$ cat config.mk
export PLATFORM = sky130hd
export DESIGN_NAME = adder_share_arbiter
export DESIGN_NICKNAME = d
export VERILOG_FILES = /design/src/rtl/Carry_look_A_Head_Adder.sv /design/src/rtl/adder_share_arbiter.sv
export SDC_FILE = /design/constraint.sdc
export NUM_CORES = 1
export LEC_CHECK = 0
export CORE_MARGIN = 2
export CORE_UTILIZATION = 40
export DETAILED_ROUTE_END_ITERATION = 10
export GPL_TIMING_DRIVEN = 0
export PLACE_DENSITY = 0.84
export SYNTH_ARGS = -nofsm -noshare
export SYNTH_HDL_FRONTEND = slang
export SYNTH_SLANG_ARGS = --single-unit
$ cat constraint.sdc
create_clock -name Clk -period 4.73 [get_ports Clk]
set_input_delay 0.473 -clock Clk [delete_from_list [all_inputs] [get_ports Clk]]
set_output_delay 0.473 -clock Clk [all_outputs]
set_load 0.01 [all_outputs]
$ cat src/rtl/Carry_look_A_Head_Adder.sv
// 32-bit carry-lookahead adder: 4-bit lookahead groups chained by group generate/propagate.
module Carry_look_A_Head_Adder (
  input  logic [31:0] a,
  input  logic [31:0] b,
  input  logic        cin,
  output logic [31:0] sum,
  output logic        cout
);

  logic [31:0] g;
  logic [31:0] p;
  logic [32:0] c;
  logic [7:0]  gg;
  logic [7:0]  gp;
  logic [8:0]  gc;

  always_comb begin
    g  = a & b;
    p  = a ^ b;
    gg = '0;
    gp = '0;
    gc = '0;
    c  = '0;
    for (int j = 0; j < 8; j++) begin
      gg[j] = g[4*j+3] | (p[4*j+3] & g[4*j+2]) | (p[4*j+3] & p[4*j+2] & g[4*j+1]) |
              (p[4*j+3] & p[4*j+2] & p[4*j+1] & g[4*j]);
      gp[j] = &p[4*j +: 4];
    end
    gc[0] = cin;
    for (int j = 0; j < 8; j++) begin
      gc[j+1] = gg[j] | (gp[j] & gc[j]);
    end
    // Carries inside each group are expanded from that group's carry-in.
    for (int j = 0; j < 8; j++) begin
      c[4*j]   = gc[j];
      c[4*j+1] = g[4*j] | (p[4*j] & gc[j]);
      c[4*j+2] = g[4*j+1] | (p[4*j+1] & g[4*j]) | (p[4*j+1] & p[4*j] & gc[j]);
      c[4*j+3] = g[4*j+2] | (p[4*j+2] & g[4*j+1]) | (p[4*j+2] & p[4*j+1] & g[4*j]) |
                 (p[4*j+2] & p[4*j+1] & p[4*j] & gc[j]);
    end
    c[32] = gc[8];
    sum   = p ^ c[31:0];
    cout  = c[32];
  end

endmodule

$ cat src/rtl/adder_share_arbiter.sv
// Round-robin arbiter sharing one 32-bit CLA among NREQ requesters, with a single-entry
// valid/ready result register.
module adder_share_arbiter #(
  parameter int unsigned NREQ = 4,
  localparam int unsigned IDW = $clog2(NREQ)
) (
  input  logic                 Clk,
  input  logic                 Reset,
  input  logic [NREQ-1:0]      Req_Valid,
  output logic [NREQ-1:0]      Req_Ready,
  input  logic [NREQ*32-1:0]   Req_A,
  input  logic [NREQ*32-1:0]   Req_B,
  input  logic [NREQ-1:0]      Req_Cin,
  output logic                 Rsp_Valid,
  input  logic                 Rsp_Ready,
  output logic [IDW-1:0]       Rsp_Id,
  output logic [31:0]          Rsp_Sum,
  output logic                 Rsp_Cout,
  output logic                 Rsp_Ovf,
  output logic [31:0]          Op_Count
);

  typedef enum logic [0:0] {StEmpty, StFull} state_e;

  state_e         state_q, state_d;
  logic [IDW-1:0] ptr_q, ptr_nxt;
  logic [IDW-1:0] id_q;
  logic [31:0]    sum_q;
  logic           cout_q;
  logic           ovf_q;
  logic [31:0]    op_count_q;

  logic [31:0]    a_arr [NREQ];
  logic [31:0]    b_arr [NREQ];
  logic           can_accept;
  logic           sel_found;
  logic [IDW-1:0] sel_idx;
  logic [IDW-1:0] cand;
  logic [IDW:0]   idx_w;
  logic           grant;
  logic [31:0]    add_a, add_b, add_sum;
  logic           add_cin, add_cout, add_ovf;

  for (genvar i = 0; i < NREQ; i++) begin : g_unpack
    assign a_arr[i] = Req_A[32*i +: 32];
    assign b_arr[i] = Req_B[32*i +: 32];
  end

  assign can_accept = !Reset && ((state_q == StEmpty) || Rsp_Ready);

  // Scan Ptr, Ptr+1, ... modulo NREQ; the first valid index wins.
  always_comb begin
    sel_found = 1'b0;
    sel_idx   = '0;
    cand      = '0;
    idx_w     = '0;
    for (int unsigned k = 0; k < NREQ; k++) begin
      idx_w = {1'b0, ptr_q} + (IDW+1)'(k);
      if (idx_w >= (IDW+1)'(NREQ)) begin
        idx_w = idx_w - (IDW+1)'(NREQ);
      end
      cand = idx_w[IDW-1:0];
      if (!sel_found && Req_Valid[cand]) begin
        sel_found = 1'b1;
        sel_idx   = cand;
      end
    end
  end

  assign grant     = can_accept && sel_found;
  assign Req_Ready = grant ? (NREQ'(1) << sel_idx) : '0;
  assign ptr_nxt   = (sel_idx == IDW'(NREQ - 1)) ? '0 : sel_idx + 1'b1;

  assign add_a   = grant ? a_arr[sel_idx] : '0;
  assign add_b   = grant ? b_arr[sel_idx] : '0;
  assign add_cin = grant ? Req_Cin[sel_idx] : 1'b0;

  Carry_look_A_Head_Adder u_cla (
    .a    (add_a),
    .b    (add_b),
    .cin  (add_cin),
    .sum  (add_sum),
    .cout (add_cout)
  );

  assign add_ovf = (add_a[31] == add_b[31]) && (add_sum[31] != add_a[31]);

  always_comb begin
    state_d = state_q;
    unique case (state_q)
      StEmpty: if (grant) state_d = StFull;
      StFull:  if (!grant && Rsp_Ready) state_d = StEmpty;
      default: state_d = StEmpty;
    endcase
  end

  always_ff @(posedge Clk) begin
    if (Reset) begin
      state_q    <= StEmpty;
      ptr_q      <= '0;
      id_q       <= '0;
      sum_q      <= '0;
      cout_q     <= 1'b0;
      ovf_q      <= 1'b0;
      op_count_q <= '0;
    end else begin
      state_q <= state_d;
      if (grant) begin
        ptr_q  <= ptr_nxt;
        id_q   <= sel_idx;
        sum_q  <= add_sum;
        cout_q <= add_cout;
        ovf_q  <= add_ovf;
      end
      if ((state_q == StFull) && Rsp_Ready) begin
        op_count_q <= op_count_q + 32'd1;
      end
    end
  end

  assign Rsp_Valid = (state_q == StFull);
  assign Rsp_Id    = id_q;
  assign Rsp_Sum   = sum_q;
  assign Rsp_Cout  = cout_q;
  assign Rsp_Ovf   = ovf_q;
  assign Op_Count  = op_count_q;

endmodule

# Word level (Yosys, flattened, before mapping)
# Cells that the tools add are included.
[word_totals]
regBits = 71
inputBits = 267
[op_classes]
n_eq_ne = 3
n_mux = 36
reduce_logical = 22
add_sub_neg = 9
magnitude_cmp = 10
shifts = 1
n_bitwise = 205
[op_table]
columns = ["cell", "n"]
rows = [
  ["two-way mux 32 bit", 6],
  ["binary-select mux 32 bit (select 2 bit)", 2],
  ["bitwise AND 1 bit", 120],
  ["OR 1 bit", 80],
  ["bitwise XOR 32 bit", 2],
  ["adder 32 x 1 -> 32 bit (second input constant)", 1],
  ["bitwise AND 32 bit", 1],
  ["AND reduction 4 bit", 8],
  ["two-way mux 2 bit", 9],
  ["less-than comparator 2 x 3 -> 1 bit (second input constant)", 5],
  ["greater-or-equal comparator 3 bit (second input constant)", 4],
  ["two-way mux 1 bit", 12],
  ["binary-select mux 1 bit (select 2 bit)", 5],
  ["logical AND 1 bit", 8],
  ["subtractor 2 x 1 -> 2 bit (second input constant)", 4],
  ["adder 2 x 2 -> 3 bit (second input constant)", 2],
  ["logical NOT 1 bit", 5],
  ["two-way mux 4 bit", 1],
  ["left shift 1 x 2 -> 4 bit (first input constant)", 1],
  ["adder 2 x 1 -> 3 bit (second input constant)", 1],
  ["greater-or-equal comparator 2 x 3 -> 1 bit (second input constant)", 1],
  ["NOT 2 -> 3 bit", 1],
  ["adder 2 x 1 -> 2 bit (second input constant)", 1],
  ["equality test 2 bit (second input constant)", 1],
  ["other kinds (5)", 5],
]

# Longest topological paths before layout
[depth]
word_depth = 42
ltp_mapped = 21
mapped_depth_nobuf = 19

# Modules after synthesis
# A second synthesis with hierarchy kept.
[unflattened]
hier_cells = 818
area_unflattened_um2 = 6555.0
[by_module_without_submodules]
columns = ["module", "area_each_um2", "cells_each", "seq_area_each_um2", "n_inst"]
rows = [
  ["adder_share_arbiter", 5193.7, 652, 1421.4, 1],
  ["Carry_look_A_Head_Adder", 1361.3, 166, 0.0, 1],
]

# Worst setup path before layout
# No wires, ideal clock.
[synth_path]
path_kind = "input-to-reg"
startpoint = "input port Req_Valid[2]"
endpoint = "register sum_q[29], in the netlist Rsp_Sum[29]"
stages = 21
n_path_buf = 2
required_ns = 4.601
setup_ns = 0.129
t_arrival_ns = 4.238
path_slack_ns = 0.363
cell_sequence = "nor2b_1 a211o_1 nand2_1 inv_1 buf_2 buf_1 mux2_2 nor2_1 a211oi_1 ha_1 a21o_1 a21o_1 a21oi_1 o311a_1 o221ai_1 a41o_1 nor2_1 inv_1 fa_1 xnor2_1 o21ai_0"
[synth_via]
elab_chain_len = 38
word_cells_on_any_way = 117
cone_classes = "mux (27); bitwise (76); reduce/logical (14)"
[synth_lines]
columns = ["item", "line_no", "text"]
rows = [
  ["start, declared", "adder_share_arbiter.sv:9", "input logic [NREQ-1:0] Req_Valid,"],
  ["binary-select mux 1 bit (select 2 bit)", "adder_share_arbiter.sv:63", "if (!sel_found && Req_Valid[cand]) begin"],
  ["two-way mux 1 bit (not written as such)", "adder_share_arbiter.sv:63", ""],
  ["two-way mux 1 bit", "adder_share_arbiter.sv:63", ""],
  ["logical NOT 1 bit", "adder_share_arbiter.sv:63", ""],
  ["logical AND 1 bit", "adder_share_arbiter.sv:63", ""],
  ["two-way mux 1 bit", "adder_share_arbiter.sv:63", ""],
  ["logical NOT 1 bit", "adder_share_arbiter.sv:63", ""],
  ["logical AND 1 bit", "adder_share_arbiter.sv:63", ""],
  ["[... 22 more ...]", "n/a", ""],
  ["OR 1 bit", "Carry_look_A_Head_Adder.sv:31", "gc[j+1] = gg[j] | (gp[j] & gc[j]);"],
  ["bitwise AND 1 bit", "Carry_look_A_Head_Adder.sv:31", ""],
  ["OR 1 bit", "Carry_look_A_Head_Adder.sv:31", ""],
  ["bitwise AND 1 bit", "Carry_look_A_Head_Adder.sv:31", ""],
  ["OR 1 bit", "Carry_look_A_Head_Adder.sv:31", ""],
  ["bitwise AND 1 bit", "Carry_look_A_Head_Adder.sv:36", "c[4*j+1] = g[4*j] | (p[4*j] & gc[j]);"],
  ["OR 1 bit", "Carry_look_A_Head_Adder.sv:36", ""],
  ["bitwise XOR 32 bit", "Carry_look_A_Head_Adder.sv:42", "sum = p ^ c[31:0];"],
  ["end signal, assigned", "adder_share_arbiter.sv:111", "sum_q <= add_sum;"],
  ["end, declared", "adder_share_arbiter.sv:28", "logic [31:0] sum_q;"],
]
# Several ways; a longest one is shown, not always the timed one. The select of a mux whose other input is x is not followed.
# A chain may end at the register's enable or synchronous reset.

# Final worst setup path
[layout_path]
startpoint = "input port Req_Valid[3]"
endpoint = "register sum_q[29], in the netlist Rsp_Sum[29]"
# The elaborated chain is that of the path after synthesis.

==> reports/qor.yml <==
status: "finished, final reports clean"
drive_above_1_share_pct: 13.1
grt_max_degree: 12
syn_inst: 800
core_area_sq_um: 15800
leakage_nw: 4.33
cp_slowest_cell: "clkdlybuf4s50_1"
fmax_ghz: 0.220
wl_per_cell_microns: 18.9
io_pins: 340
dpl_cell_area_sq_um: 10100
die_w_microns: 131
totalPowerFinal_mw: 3.20
syn_avg_cell_area_sq_um: 8.08
synth_top_cell_area_share_pct: 22.0
routed_wl_mm: 26.1
initial_core_util_pct: 40.8
final_antenna_net_count: 0
yosysSeqAreaShare_pct: 22.0
grt_pass1_wl_mm: 40.1
stdcell_count: 1382
syn_to_final_growth_pct: 66.4
cap_violations: 0
synth_seq_cells: 71
dieArea_sq_um: 17200
avgViaCountPerCell: 5.39
clock_latency_ps: 330
row_count: 46
seqCellArea_sq_um: 1420
cp-start-kind: "primary input"
synthDistinctLibCells: 51
fin_nets: 1470
worstMarginPinSlew_ps: 1170
finish.instance_area_sq_um: 10800
portBuffers: 338
clk_pin_slew_ps: 60
peakVddDrop_v: 0.000173
final-setup-viol-count: 0
multi_input_area_sq_um: 4880
clock-sinks: 71
setup_tns_ps: 0
gp_routability_congestion: 0.891
dr.first_iter.drc_count: 420
grt_usage_pct: 29.2
crit_path_max_fanout: 10
overflow: 0
drt_pass1_iterations: 5
fp.dieH_microns: 131
cts_tree: "done"
hold_slack_ps: 456
synth_area_leaders: "dfxtp_1, mux2_2, mux2i_1"
synth_fp_nets: 1112
pwr_density_cell_nw_per_um2: 297
grt_pass1_vias: 7608
max-slew-margin-rel_pct: 21.5
holdBufCountCts: 0
dp_cells: 1354
max_stage_delay_ps: 500
fin_crit_ps: 4540
endpoint_kind: "flip-flop"
finClkSkew_ps: 5.24
yosysWarnings: 0
num_vias: 7452
hold_viol_final: 0
cts_buffers: 9
cts_htree_levels: 3
critical_path_class: "in2reg"
clock_path_buffers: 2
final_util_pct: 67.9
cts-root-buf: "clkbuf_16"
hold_path_class: "reg2reg"
netlist_area_sq_um: 6460
period_share_pct: 96.0
arrival_ps: 4730
finalWorstSetupSlack_ps: 190
cp.required_ps: 4930
dp_slack_ps: -1390
layout_commonest_cell: "clkdlybuf4s50_1"
antenna_found_initial: 3
hpwlAfterDp_mm: 20.8
path_cells: "clkdlybuf4s50_1 > a211o_1 > nand2_2 > inv_2 > buf_12 > buf_12 > buf_6 > mux2i_1 > a211oi_1 > ha_1 > a21o_1 > a21o_1 > a21oi_1 > o21ai_0 > and3_2 > a41o_1 > nor2_4 > inv_1 > fa_1 > xnor2_1 > o21ai_0"
final_cell_mix: "clkdlybuf4s50_1, nor2_1, dfxtp_1"
drcViolationCount: 0
fill_cells: 1277
drv_slew: 0
yosysTopAreaCell: "dfxtp_1"
[per-layer routing]
| metal | GRT usage, % | part of all wire, % | up-vias |
|---|---|---|---|
| li1 | - | - | 3617 |
| met2 | 53.4 | 51 | 352 |
| met3 | 4.55 | 6.6 | 44 |
| met1 | 34.3 | 40 | 3439 |
| met5 | 0 | 0 | - |
| met4 | 10.9 | 2.7 | 0 |
[flip-flops by register name (all words and copies together) (netlist names)]
signal,count
Rsp_Ovf,1
Rsp_Sum,32
Rsp_Id,2
Rsp_Valid,1
Rsp_Cout,1
ptr_q,2
Op_Count,32
[final timing paths]
path	cells past startpoint	slack, ps	end	start
setup / recovery	21	190	Rsp_Sum[29]	Req_Valid[3]
hold / removal	2	460	Rsp_Sum[8]	Rsp_Sum[8]
setup reg to reg	21	340	Rsp_Sum[29]	ptr_q[1]
hold reg to reg	2	460	Rsp_Sum[8]	Rsp_Sum[8]
[report_power, final]
| group | internal (mW) | leakage (nW) | total (mW) | switching (mW) |
|---|---|---|---|---|
| Clock | 0.422 | 0.140 | 0.671 | 0.249 |
| Combinational | 0.901 | 3.61 | 1.80 | 0.894 |
| Sequential | 0.682 | 0.580 | 0.729 | 0.0469 |
[cell families (layout without fill, tap and decap cells)]
| group | after synthesis | in the layout | share of synthesized area [%] |
|---|---|---|---|
| buffers and inverters | 72 | 435 | 4.45 |
| other | 0 | 3 | 0 |
| flip-flops | 71 | 71 | 22.0 |
| AND/OR/NAND/NOR | 271 | 271 | 19.2 |
| XOR/XNOR | 49 | 49 | 6.64 |
| AO/OA/AOI/OAI | 163 | 163 | 16.8 |
| adder cells (fa/ha/maj) | 45 | 45 | 9.64 |
| multiplexers | 129 | 129 | 21.2 |
[critical path: cells and delay by family]
family / cells / cell delay (ps)
muxes: 1 / 130
and+or+nand+nor: 3 / 520
AOI/OAI and AO/OA: 8 / 1600
adders and majority gates: 2 / 690
buffers and inverters: 6 / 1140
xor gates and xnor gates: 1 / 140
[area by class of cell]
type / instances / area share (%)
multi-input combinational: 657 / 45.4
timing repair buffer: 348 / 32.2
sequential: 71 / 13.2
buffer: 52 / 3.20
tap: 216 / 2.51
clock buffer: 13 / 2.33
inverter: 19 / 0.663
clock inverter: 3 / 0.396
antenna: 3 / 0.0698
[timing repair]
action                     CTS  global route
cloned                       0             0
setup buffers                4             6
pin swaps                    3             8
setup endpoints to repair   29            19
gates resized for setup     57            44
[cells in the mapped netlist (all sizes together)]
cell and instances:
a31oi 3, nand2 44, o2bb2ai 1, a21o 19, a211o 2, inv 19, a211oi 64, mux2 64
a41o 1, mux2i 65, o21ai 37, and3 11, or3 5, o2111ai 1, or2 1, nor4 1
nand3b 2, a31o 1, ha 37, xnor2 25, nor3 10, o21bai 4, nand2b 4, o211ai 1
nand3 59, o311a 1, o311ai 1, buf 19, and4 3, clkbuf 34, o221ai 1, xor2 24
dfxtp 71, a21oi 22, nor2 110, a41oi 1, nor2b 4, a21boi 1, o21a 1, o31ai 1
fa 8, and2 6, nand4 11
Power figures use the tool's default switching activity.
